<file path="src/rtl/gpi_pkg.sv">
// Shared definitions for the general-purpose input peripheral.
// Holds the byte offsets of each register, the register-index enum decoded
// from device_addr_i[4:2], and a byte-enable to bit-mask helper.
package gpi_pkg;

  localparam logic [4:0] GPI_VALUE   = 5'h00;
  localparam logic [4:0] GPI_RISE_EN = 5'h04;
  localparam logic [4:0] GPI_FALL_EN = 5'h08;
  localparam logic [4:0] GPI_STATUS  = 5'h0C;
  localparam logic [4:0] GPI_RAW     = 5'h10;

  typedef enum logic [2:0] {
    REG_VALUE   = 3'd0,
    REG_RISE_EN = 3'd1,
    REG_FALL_EN = 3'd2,
    REG_STATUS  = 3'd3,
    REG_RAW     = 3'd4,
    REG_RSVD5   = 3'd5,
    REG_RSVD6   = 3'd6,
    REG_RSVD7   = 3'd7
  } gpi_reg_e;

  // Expand the four byte enables into a 32-bit write mask.
  function automatic logic [31:0] be_to_mask(input logic [3:0] be);
    logic [31:0] mask;
    for (int b = 0; b < 4; b++) begin
      mask[b*8 +: 8] = {8{be[b]}};
    end
    return mask;
  endfunction

endpackage

</file>
<file path="src/rtl/gpi_device_if.sv">
// System bus responder interface for the general-purpose input peripheral.
// master: the system-side requester (drives req/addr/we/be/wdata).
// slave:  the peripheral (returns rvalid/rdata one cycle after each request).
interface gpi_device_if;
  logic        device_req_i;
  logic [31:0] device_addr_i;
  logic        device_we_i;
  logic [3:0]  device_be_i;
  logic [31:0] device_wdata_i;
  logic        device_rvalid_o;
  logic [31:0] device_rdata_o;

  modport master (
    output device_req_i, device_addr_i, device_we_i, device_be_i, device_wdata_i,
    input  device_rvalid_o, device_rdata_o
  );

  modport slave (
    input  device_req_i, device_addr_i, device_we_i, device_be_i, device_wdata_i,
    output device_rvalid_o, device_rdata_o
  );
endinterface

</file>
<file path="src/rtl/gpi_debounce_bit.sv">
// One input channel: two-flop synchroniser, debounce counter and debounced
// value register.
// Ports:
//   clk_i, rst_i : clock, synchronous active-high reset
//   gp_i         : asynchronous external input
//   sync_o       : synchronised, undebounced input
//   deb_o        : debounced input
//   rise_o/fall_o: single-cycle strobes, high in the cycle whose closing edge
//                  updates deb_o to 1 / 0
module gpi_debounce_bit #(
  parameter int DebounceCycles = 4
) (
  input  logic clk_i,
  input  logic rst_i,
  input  logic gp_i,
  output logic sync_o,
  output logic deb_o,
  output logic rise_o,
  output logic fall_o
);

  localparam int CntW = (DebounceCycles > 1) ? $clog2(DebounceCycles) : 1;
  localparam logic [CntW-1:0] CntMax = CntW'(DebounceCycles - 1);

  logic            sync_p0;
  logic            sync_p1;
  logic            deb;
  logic [CntW-1:0] cnt;
  logic            accept;

  // The synchronised input has differed for DebounceCycles cycles.
  assign accept = (sync_p1 != deb) && (cnt == CntMax);

  always_ff @(posedge clk_i) begin
    if (rst_i) begin
      sync_p0 <= 1'b0;
      sync_p1 <= 1'b0;
      deb     <= 1'b0;
      cnt     <= '0;
    end else begin
      // Synchroniser stages
      sync_p0 <= gp_i;
      sync_p1 <= sync_p0;
      // Debounce stage
      if (sync_p1 == deb) begin
        cnt <= '0;
      end else if (accept) begin
        deb <= sync_p1;
        cnt <= '0;
      end else begin
        cnt <= cnt + CntW'(1);
      end
    end
  end

  assign sync_o = sync_p1;
  assign deb_o  = deb;
  assign rise_o = accept & sync_p1;
  assign fall_o = accept & ~sync_p1;

endmodule

</file>
<file path="src/rtl/gpi_device.sv">
// General-purpose input peripheral: synchronises and debounces GpiWidth
// external inputs, records enabled rising/falling edges in a W1C STATUS
// register and raises a level interrupt while any STATUS bit is pending.
// Ports:
//   clk_i, rst_i : clock, synchronous active-high reset
//   bus          : bus responder (gpi_device_if.slave), one access per cycle,
//                  response one cycle later, reads return 0 when idle
//   gp_i         : asynchronous external inputs
//   irq_o        : level interrupt, OR of STATUS
module gpi_device
  import gpi_pkg::*;
#(
  parameter int GpiWidth       = 16,
  parameter int DebounceCycles = 4
) (
  input  logic                clk_i,
  input  logic                rst_i,
  gpi_device_if.slave         bus,
  input  logic [GpiWidth-1:0] gp_i,
  output logic                irq_o
);

  logic [GpiWidth-1:0] raw;
  logic [GpiWidth-1:0] deb;
  logic [GpiWidth-1:0] rise;
  logic [GpiWidth-1:0] fall;
  logic [GpiWidth-1:0] rise_en;
  logic [GpiWidth-1:0] fall_en;
  logic [GpiWidth-1:0] status;

  for (genvar i = 0; i < GpiWidth; i++) begin : g_bit
    gpi_debounce_bit #(
      .DebounceCycles(DebounceCycles)
    ) u_bit (
      .clk_i (clk_i),
      .rst_i (rst_i),
      .gp_i  (gp_i[i]),
      .sync_o(raw[i]),
      .deb_o (deb[i]),
      .rise_o(rise[i]),
      .fall_o(fall[i])
    );
  end

  gpi_reg_e            reg_sel;
  logic                wr;
  logic [31:0]         be_mask;
  logic [GpiWidth-1:0] wmask;
  logic [GpiWidth-1:0] wdata;
  logic [GpiWidth-1:0] w1c;
  logic [GpiWidth-1:0] set;
  logic [31:0]         rd_mux;

  assign reg_sel = gpi_reg_e'(bus.device_addr_i[4:2]);
  assign wr      = bus.device_req_i & bus.device_we_i;
  assign be_mask = be_to_mask(bus.device_be_i);
  assign wmask   = be_mask[GpiWidth-1:0];
  assign wdata   = bus.device_wdata_i[GpiWidth-1:0];

  // Clear and set are evaluated together so a new edge beats a same-cycle W1C.
  assign w1c = (wr && reg_sel == REG_STATUS) ? (wdata & wmask) : '0;
  assign set = (rise & rise_en) | (fall & fall_en);

  always_comb begin
    rd_mux = '0;
    case (reg_sel)
      REG_VALUE:   rd_mux[GpiWidth-1:0] = deb;
      REG_RISE_EN: rd_mux[GpiWidth-1:0] = rise_en;
      REG_FALL_EN: rd_mux[GpiWidth-1:0] = fall_en;
      REG_STATUS:  rd_mux[GpiWidth-1:0] = status;
      REG_RAW:     rd_mux[GpiWidth-1:0] = raw;
      default:     rd_mux = '0;
    endcase
  end

  always_ff @(posedge clk_i) begin
    if (rst_i) begin
      rise_en             <= '0;
      fall_en             <= '0;
      status              <= '0;
      bus.device_rvalid_o <= 1'b0;
      bus.device_rdata_o  <= '0;
    end else begin
      if (wr && reg_sel == REG_RISE_EN) begin
        rise_en <= (rise_en & ~wmask) | (wdata & wmask);
      end
      if (wr && reg_sel == REG_FALL_EN) begin
        fall_en <= (fall_en & ~wmask) | (wdata & wmask);
      end
      status <= (status & ~w1c) | set;
      // Response stage
      bus.device_rvalid_o <= bus.device_req_i;
      bus.device_rdata_o  <= (bus.device_req_i && !bus.device_we_i) ? rd_mux : '0;
    end
  end

  assign irq_o = |status;

  // Address bits outside [4:2] and write data above GpiWidth are don't-care.
  logic unused_bus;
  assign unused_bus = ^{bus.device_addr_i[31:5], bus.device_addr_i[1:0],
                        bus.device_wdata_i, be_mask};

endmodule
</file>
<file path="src/flat_wrapper.sv">
// flat-port wrapper written by rule: the top's interface ports become plain ports
module gpi_device_flat import gpi_pkg::*;
#(
  parameter int GpiWidth       = 16,
  parameter int DebounceCycles = 4
)
  (clk_i, rst_i, gp_i, irq_o, bus_device_req_i, bus_device_addr_i, bus_device_we_i, bus_device_be_i, bus_device_wdata_i, bus_device_rvalid_o, bus_device_rdata_o);
  gpi_device_if bus_i ();
  input  logic clk_i;
  input  logic rst_i;
  input  logic [GpiWidth-1:0] gp_i;
  output logic irq_o;
  input wire logic [$bits(bus_i.device_req_i)-1:0] bus_device_req_i;
  input wire logic [$bits(bus_i.device_addr_i)-1:0] bus_device_addr_i;
  input wire logic [$bits(bus_i.device_we_i)-1:0] bus_device_we_i;
  input wire logic [$bits(bus_i.device_be_i)-1:0] bus_device_be_i;
  input wire logic [$bits(bus_i.device_wdata_i)-1:0] bus_device_wdata_i;
  output wire logic [$bits(bus_i.device_rvalid_o)-1:0] bus_device_rvalid_o;
  output wire logic [$bits(bus_i.device_rdata_o)-1:0] bus_device_rdata_o;
  assign bus_i.device_req_i = bus_device_req_i;
  assign bus_i.device_addr_i = bus_device_addr_i;
  assign bus_i.device_we_i = bus_device_we_i;
  assign bus_i.device_be_i = bus_device_be_i;
  assign bus_i.device_wdata_i = bus_device_wdata_i;
  assign bus_device_rvalid_o = bus_i.device_rvalid_o;
  assign bus_device_rdata_o = bus_i.device_rdata_o;
  gpi_device #(.GpiWidth(GpiWidth), .DebounceCycles(DebounceCycles)) u_core (.clk_i(clk_i), .rst_i(rst_i), .bus(bus_i), .gp_i(gp_i), .irq_o(irq_o));
endmodule
</file>
<file path="config.mk">
export PLATFORM = sky130hd
export DESIGN_NAME = gpi_device_flat
export DESIGN_NICKNAME = d
export VERILOG_FILES = /design/src/rtl/gpi_pkg.sv /design/src/rtl/gpi_device_if.sv /design/src/rtl/gpi_debounce_bit.sv /design/src/rtl/gpi_device.sv /design/src/flat_wrapper.sv
export SDC_FILE = /design/constraint.sdc
export NUM_CORES = 1
export LEC_CHECK = 0
export CORE_ASPECT_RATIO = 0.9
export CORE_MARGIN = 3
export CORE_UTILIZATION = 50
export CTS_BUF_LIST = sky130_fd_sc_hd__clkbuf_2
export DETAILED_ROUTE_END_ITERATION = 8
export HOLD_SLACK_MARGIN = 0.08
export PLACE_DENSITY = 0.83
export REMOVE_ABC_BUFFERS = 1
export SYNTH_ARGS = -nofsm -noshare
export SYNTH_HDL_FRONTEND = slang
export SYNTH_SLANG_ARGS = --single-unit
</file>
<file path="constraint.sdc">
create_clock -name clk_i -period 1.9 [get_ports clk_i]
set_input_delay 0.38 -clock clk_i [delete_from_list [all_inputs] [get_ports clk_i]]
set_output_delay 0.38 -clock clk_i [all_outputs]
set_load 0.03 [all_outputs]
</file>
Word-level counts from Yosys, hierarchy flattened

Index checks and enable logic that the tools add are counted.

Register bits: 161
Output and inout bits: 34

$add $sub $neg: 16
Eq/ne operators: 52
Mux-type cells: 2
Bitwise gates (word level): 78
Reduce and logical (&&, ||, !) cells: 56

Operator list:

| operator              | number |
|---|---|
| $and A16 B16 Y16      | 6 |
| $pmux W16 S5          | 1 |
| $or A16 B16 Y16       | 4 |
| $reduce_or A3 Y1      | 16 |
| $and A1 B1 Y1         | 33 |
| $not A1 Y1            | 33 |
| $add A2 B1 Y2 const B | 16 |
| $eq A2 B2 Y1 const B  | 16 |
| $not A16 Y16          | 2 |
| $reduce_and A2 Y1     | 16 |
| $logic_and A1 B1 Y1   | 20 |
| $eq A1 B1 Y1          | 16 |
| $mux W16              | 1 |
| $ne A1 B1 Y1          | 16 |
| $reduce_or A16 Y1     | 1 |
| $eq A3 B2 Y1 const B  | 2 |
| $eq A3 B1 Y1 const B  | 1 |
| $eq A3 B3 Y1 const B  | 1 |
| $logic_not A3 Y1      | 1 |
| $reduce_or A2 Y1      | 1 |
| $logic_not A1 Y1      | 1 |

Logic depth before layout (Yosys ltp)

Gate-level depths: netlist of the first run.

Depth after elaboration: 6
Gate-level depth with buffers: 6

By module

A second synthesis of the first run with hierarchy kept.

Cells, all modules: 669
Area, all modules: 6357.3 µm²

By module, submodules not included:

| module           | times used | cells an instance | area an instance (µm²) | sequential area each (µm²) |
|---|---|---|---|---|
| gpi_device       | 1          | 413               | 3414.5                 | 1301.2 |
| gpi_debounce_bit | 16         | 16                | 183.9                  | 100.1 |

Least setup slack after synthesis of the first run

OpenSTA, ideal clock, no wires.

Path type: input to register
Start: input bus_device_addr_i[4]
End: register (tool-made name)
Library setup time: 0.072 ns
Arrival: 1.321 ns
Required time: 1.828 ns
Slack: 0.508 ns
Cell stages on the path: 6
Path through: buf_6 and4b_1 buf_6 and3b_1 buf_6 mux2i_1

RTL lines:

| item               | RTL line           | RTL |
|---|---|---|
| start: declaration | flat_wrapper.sv:14 | `input wire logic [$bits(bus_i.device_addr_i)-1:0] bus_device_addr_i;` |

Final worst setup path of the first run

Start: register u_core.status[5]
End: output irq_o

Longest elaborated chain between the ends: 1

Ends and longest elaborated chain:

| item                     | RTL line           | RTL |
|---|---|---|
| start: declaration       | gpi_device.sv:29   | `logic [GpiWidth-1:0] status;` |
| start signal: assignment | gpi_device.sv:90   | `status <= (status & ~w1c) \| set;` |
| $reduce_or A16 Y1        | gpi_device.sv:97   | `assign irq_o = \|status;` |
| end: declaration         | flat_wrapper.sv:12 | `output logic irq_o;` |

No other way between the ends.

==> impl_metrics.csv, run 1 <==
group,metric,value,unit
outcome,result_of_the_run,"finished, violations left",
outcome,violations,"setup timing",
routing,num_vias,4914,
finish,antenna-diode-count,0,
cts,tritoncts_num_sinks,145,
sta,count_of_final_hold_check_violations,0,
floorplanning,fp.dieArea,13900,um2
sta,worst_hold_slack,0.184,ns
finish,layout.filler_cells,1008,
setup_path,timing.critical_path.fanout_max,2,
floorplanning,die-height,112,um
global_routing,grt_max_degree,54,
synth,ys_seq_elements,145,
floorplanning,fp.coreArea,12100,um2
cts,cts-buffers-inserted,17,
sta,layout_min_cycle_time,2.27,ns
routing,first_pass_iters,5,
routing,route.antenna.remaining_nets,0,
setup_path,timing.critical_path.from_type,"flop",
synth,syn_inst,639,
power_and_ir_drop,report.power.total,5.53,mW
placed_design,numPlacedInstances,855,
cts,path_clk_slew,0.23,ns
worst_hold_path,worstHoldPathType,"input pin to flop",
setup_path,critPathCaptureType,"primary output",
cts,cts-root-to-sink-buffers,2,
sta,finalWorstSetupSlack,-0.371,ns
global_routing,grt_first_pass_wirelength,22.8,mm
routing,routed_wl,14.1,mm
placed_design,placement.setup.worst_slack,-0.171,ns
sta,finalCritPeriodShare,120,%
placed_design,dp.final_hpwl,9.81,mm
sta,max_freq,440,MHz
synth,syn_area_per_cell,9.78,um2
routing,vias_per_cell,5.53,
global_routing,grt_antenna_before_repair,0,
sta,finalSetupViolCount,1,
finish,instances_no_fill,889,
power_and_ir_drop,cellLeakagePower,2.71,nW
routing,route.detailed.wl_per_inst,15.8,um
cts,clk-insertion-delay-late,0.71,ns
global_routing,first_global_vias,4801,
global_routing,grt_util_all_layers,20.7,%
finish,final_nets,820,
floorplanning,pin_count,122,
sta,setup_tns,-0.371,ns
cts,cts_tree,"done",
global_routing,globalRoute.totalOverflow,0,
routing,detailedRoute.firstIterationViolations,497,
finish,multiInputGateArea,2980,um2
finish,syn2layout_area_growth,18.7,%
routing,route.detailed.drc,0,
power_and_ir_drop,power_density,746,nW/um2
synth,synth-warning-count,0,
finish,layout.area.seq,2910,um2
synth,synthArstFlopShare,0,%
setup_path,critPathRequiredTime,1.52,ns
setup_path,critPathArrivalTime,1.89,ns
synth,synth-seq-area-share,46.4,%
floorplanning,core.rowCount,38,
floorplanning,start_util,51.5,%
cts,ctsRootBufferMaster,"sky130_fd_sc_hd__clkbuf_2",
sta,maxSlewViolCount,0,
floorplanning,die_width,124,um
power_and_ir_drop,maximum_ir_drop_on_the_vdd_rail,0.722,mV
placed_design,io_buffer_count,58,
sta,clock_skew,0.0332,ns
synth,synth.distinct_cells,40,
setup_path,worst_setup_path_category,"flop to primary output",
sta,grt_setup_unrepaired,"true",
placed_design,gpl.final_weighted_congestion,0.860,
synth,ys.flop_type,"sky130_fd_sc_hd__dfxtp_1",
synth,synth_edf_count,0,
finish,drive_above_1_share,15.5,%
synth,synth_area,6250,um2
cts,h-tree-depth,4,
flow_run,cap_violations,0,
## worst paths after layout
check	start	to	slack, ns	cells past startpoint
setup / recovery	u_core.status[5]	irq_o	-0.37	4
setup reg to reg	u_core.g_bit[13].u_bit.cnt[0]	u_core.g_bit[13].u_bit.cnt[1]	0.73	3
hold / removal	gp_i[14]	u_core.g_bit[14].u_bit.sync_p0	0.18	2
hold reg to reg	u_core.g_bit[10].u_bit.sync_p0	u_core.g_bit[10].u_bit.sync_o	0.42	1
## layout by cell type, fill, tap and decap left out, drive strengths merged, types with 2 or more instances in the layout
cell type / n
dfxtp: 145
nor2: 48
clkdlybuf4s50: 39
buf: 38
nand3b: 34
inv: 34
a21oi: 33
nor2b: 33
nand2b: 32
mux2i: 32
a22oi: 30
clkbuf: 20
o21ai: 18
xnor2: 16
or3: 16
nand3: 16
mux2: 16
ha: 16
conb: 16
a21boi: 15
a31oi: 15
o21ba: 15
clkdlybuf4s15: 9
dlygate4sd2: 6
clkinv: 6
bufinv: 4
nor4: 4
nand2: 3
clkinvlp: 3
and2: 2
and3b: 2
nor3b: 2
## synthesized netlist by cell type, drive strengths merged, types with 16 or more instances
cell	instances	area, um2
mux2i	32	320
nand3b	34	255
nand3	16	80.1
xnor2	16	140
mux2	16	180
dfxtp	145	2900
inv	33	124
clkbuf	18	70.1
ha	16	200
a22oi	30	225
buf	34	254
or3	16	100
nand2b	32	200
nor2	48	180
a21oi	33	165
nor2b	33	206
o21ai	18	90.1
## critical path: stages (launching register included)
cell and delay (ns):
sky130_fd_sc_hd__dfxtp_4 0.40, sky130_fd_sc_hd__nor4_4 0.32, sky130_fd_sc_hd__buf_4 0.16, sky130_fd_sc_hd__nand4_1 0.15
sky130_fd_sc_hd__buf_6 0.20
## what timing repair did
item                                    in CTS  in global routing
pin swaps                                    1                  1
endpoints found under the setup margin      18                 12
gates resized for setup                     30                 14
buffers inserted                             0                  1
hold buffers                                 1                  0
hold endpoints to repair                    10                  0
## area by class of cell
type	count	share of cell area, %
clock buffer	18	1.21
timing repair buffer	95	12.5
sequential	145	39.2
multi-input combinational	424	40.1
tap	160	2.70
inverter	33	1.67
clock inverter	14	2.55
## where the power goes
group | switching (mW) | internal, mW | total [mW]
logic | 0.231 | 0.204 | 0.435
registers | 0.0333 | 3.09 | 3.13
clock network | 1.10 | 0.867 | 1.97
## logic make-up after synthesis
kind of cell               count (synthesis)  share of synthesized area (%)
and+or+nand+nor                          199                           19.1
DFF                                      145                           46.4
AOI/OAI and AO/OA                        129                           13.8
buffers and inverters                     85                           7.17
muxes                                     48                           8.01
adders and majority gates                 16                           3.20
xor gates and xnor gates                  16                           2.24
other                                      1                         0.0600
## through the flow
step / cell area [um2] / util [%]
2_1_floorplan: 5980 / -
3_3_place_gp: 7110 / 58.6
3_5_place_dp: 7110 / 58.6
4_1_cts: 7410 / 61.1
5_1_grt: 7420 / 61.2
6_report: 7420 / 61.2
## layer usage
layer	vias up	GRT usage, %	routed length (um)
li1	2325	-	-
met1	2335	26.8	6050
met2	214	33.7	6740
met3	40	4.23	1020
met4	0	8.27	274
met5	-	0	0
Note: power is estimated with default switching activity, not from simulation.
==> inputs of run 2 (changes only) <==
ABC_AREA = 1   (was default)
PLACE_DENSITY = 0.82   (was 0.83)
==> run 2 against run 1 <==
Compared with the run above:
- first-iteration DRC count rose by 8.5%
- hold slack got worse by 0.040 ns
- critical path type unchanged
- global-route usage rose by 1.1 points
- fmax rose by 5.9%
- highest routed layer unchanged
- the flow still finishes with violations (setup timing)
- largest cell class is now flip-flops and latches
- die area rose by 4.1%
- sequential share of layout area fell by 1.9 points
- register-to-register slack improved by 0.10 ns
- core utilization rose by 1.8 points
==> impl_metrics.csv, run 2 <==
group,metric,value,unit
cts,clk-insertion-delay-late,0.71,ns
cts,cts-buffers-inserted,17,
routing,routed_wl,15.5,mm
setup_path,cp_cell_sequence,"nor2_2 > nand4_1 > nand3b_1 > buf_6",
floorplanning,pin_count,122,
cts,path_clk_slew,0.21,ns
synth,syn_area_per_cell,6.97,um2
synth,ys.flop_type,"sky130_fd_sc_hd__dfxtp_1",
placed_design,dp.final_hpwl,10.3,mm
floorplanning,core.rowCount,38,
setup_path,timing.critical_path.from_type,"flop",
synth,synth-seq-area-share,44.5,%
setup_path,worst_setup_path_category,"flop to primary output",
setup_path,critPathCaptureType,"primary output",
setup_path,timing.critical_path.fanout_max,3,
synth,synth-warning-count,0,
floorplanning,fp.coreArea,12400,um2
setup_path,crit_slowest_cell,"sky130_fd_sc_hd__dfxtp_2",
worst_hold_path,worst_hold_path.num_cells,3,
routing,num_vias,6035,
placed_design,placement.setup.worst_slack,-0.114,ns
setup_path,critPathRequiredTime,1.52,ns
setup_path,delay_of_the_slowest_cell_on_the_worst_path,0.38,ns
finish,post-route-util,63.0,%
sta,finalWorstSetupSlack,-0.244,ns
floorplanning,fp.dieArea,14400,um2
sta,grt_setup_unrepaired,"true",
global_routing,grt_antenna_before_repair,0,
setup_path,worst-path-stages,4,
synth,synthArstFlopShare,0,%
setup_path,crit_path_leading_delay_family,"simple AND/OR/NAND/NOR gates",
setup_path,critPathArrivalTime,1.76,ns
routing,vias_per_cell,5.06,
routing,detailedRoute.firstIterationViolations,539,
power_and_ir_drop,cellLeakagePower,3.78,nW
power_and_ir_drop,maximum_ir_drop_on_the_vdd_rail,0.514,mV
synth,synth_area,6520,um2
flow_run,cap_violations,0,
synth,synthTopCellsByArea,"sky130_fd_sc_hd__dfxtp_1, sky130_fd_sc_hd__nand2_1, sky130_fd_sc_hd__nor2_1, sky130_fd_sc_hd__inv_1, sky130_fd_sc_hd__nand3_1",
cts,cts-root-to-sink-buffers,2,
synth,synth.largest_area_cell,"sky130_fd_sc_hd__dfxtp_1",
finish,drive_above_1_share,10.5,%
sta,max_freq,466,MHz
power_and_ir_drop,power_density,759,nW/um2
setup_path,reg2reg_depth,4,
routing,first_pass_iters,5,
synth,leading_cell_type_by_number_of_instances_after_synthesis,"sky130_fd_sc_hd__nand2_1",
sta,layout_min_cycle_time,2.14,ns
finish,layout.filler_cells,1069,
global_routing,first_global_vias,5515,
sta,worst_hold_slack,0.144,ns
synth,synth_top_area_share,44.5,%
global_routing,grt_util_all_layers,21.8,%
setup_path,timing.critical_path.buf_inv,1,
synth,ys_seq_elements,145,
global_routing,grt_first_pass_wirelength,25.4,mm
synth,synthTopCellsByCount,"sky130_fd_sc_hd__nand2_1, sky130_fd_sc_hd__nor2_1, sky130_fd_sc_hd__inv_1, sky130_fd_sc_hd__dfxtp_1, sky130_fd_sc_hd__nand3_1",
sta,setup_tns,-0.244,ns
cts,cts_tree,"done",
sta,finalSetupViolCount,1,
worst_hold_path,worstHoldPathType,"input pin to flop",
finish,syn2layout_area_growth,19.8,%
sta,clock_skew,0.0244,ns
floorplanning,die_width,126,um
routing,route.detailed.drc,0,
global_routing,grt_max_degree,62,
cts,h-tree-depth,4,
floorplanning,die-height,114,um
sta,maxSlewViolCount,0,
cts,tritoncts_num_sinks,145,
sta,finalCritPeriodShare,113,%
global_routing,globalRoute.totalOverflow,0,
finish,final_nets,1124,
synth,synth_edf_count,0,
finish,most-common-layout-cells,"sky130_fd_sc_hd__nand2_1, sky130_fd_sc_hd__inv_1, sky130_fd_sc_hd__nor2_1",
routing,route.antenna.remaining_nets,0,
floorplanning,start_util,52.5,%
outcome,result_of_the_run,"finished, violations left",
finish,antenna-diode-count,0,
placed_design,io_buffer_count,58,
synth,syn_inst,935,
finish,most_frequent_standard_cell_in_the_layout_excluding_fill_and_tap_cells,"sky130_fd_sc_hd__nand2_1",
sta,count_of_final_hold_check_violations,0,
placed_design,gpl.final_weighted_congestion,0.873,
outcome,violations,"setup timing",
cts,ctsRootBufferMaster,"sky130_fd_sc_hd__clkbuf_2",
routing,route.detailed.wl_per_inst,13.0,um
synth,synth.distinct_cells,23,
## run 2: changes by cell type after synthesis, moves of 30 or more
cell                       previous run  this run
sky130_fd_sc_hd__nor2_1              48       162
sky130_fd_sc_hd__nand3_1             16        74
sky130_fd_sc_hd__nand3b_1            34         1
sky130_fd_sc_hd__nand2_1              3       187
sky130_fd_sc_hd__mux2i_1             32         0
sky130_fd_sc_hd__nor2b_1             33         0
sky130_fd_sc_hd__inv_1               33       160
sky130_fd_sc_hd__a22oi_1             30         0
sky130_fd_sc_hd__nand4_1              1        58
sky130_fd_sc_hd__nand2b_1            32         0
## run 2: what timing repair did
action | 4_1_cts | 5_1_grt
hold buffers | 1 | 0
buffers inserted | 3 | 1
gates resized for setup | 39 | 17
endpoints found under the setup margin | 18 | 12
hold endpoints to repair | 9 | 0
cloned | 0 | 0
pin swaps | 2 | 1
## run 2: cell families after synthesis
logic type	Yosys count	share of synthesized area, %
AND/OR/NAND/NOR	491	32.8
XOR/XNOR	16	2.15
buffers and inverters	220	13.9
flip-flops	145	44.5
AO/OA/AOI/OAI	46	3.53
adder cells (fa/ha/maj)	16	3.07
other	1	0.0575
## run 2: cell type report
class	count	area, um2	share of cell area, %
repair buffers	106	970	12.4
multi-input cells	585	2780	35.6
well taps	160	200	2.56
clock buffers	19	95.1	1.22
inverters	165	619	7.93
flip-flops and latches	145	2910	37.3
clock inverters	13	234	2.99
## run 2: worst min-delay path: cells and delay by family
kind / cells / cell delay (ns)
and+or+nand+nor: 1 / 0.03
buffers and inverters: 2 / 0.45
## run 2: routing by layer
layer  vias up  global-route usage (%)  part of all wire [%]
met1      2695                    28.4                    45
met3        49                    4.85                   7.5
met2       257                    34.4                    45
met5         -                       0                     0
li1       3034                       -                     -
met4         0                    10.4                   3.2
## run 2: final timing paths
| check | from | endpoint | slack [ns] |
|---|---|---|---|
| setup / recovery | u_core.status[10] | irq_o | -0.24 |
| setup reg to reg | flop | u_core.status[0] | 0.83 |
| hold reg to reg | u_core.g_bit[3].u_bit.sync_p0 | u_core.g_bit[3].u_bit.sync_o | 0.41 |
| hold / removal | gp_i[2] | u_core.g_bit[2].u_bit.sync_p0 | 0.14 |
## run 2: report_power, final
part           switching [mW]  total, mW  internal (mW)
registers              0.0365       3.14           3.10
logic                   0.324      0.524          0.200
clock network            1.13       2.27           1.14
total                    1.49       5.93           4.44
## run 2: stage by stage
stage                     power (mW)  cell area (um2)  std cells
after floorplan                 3.42             6290        895
after global placement          3.70             7450       1156
after detailed placement        3.71             7450       1156
after CTS                       5.97             7820       1192
after global routing            6.16             7810       1193
final                           5.93             7810       1193
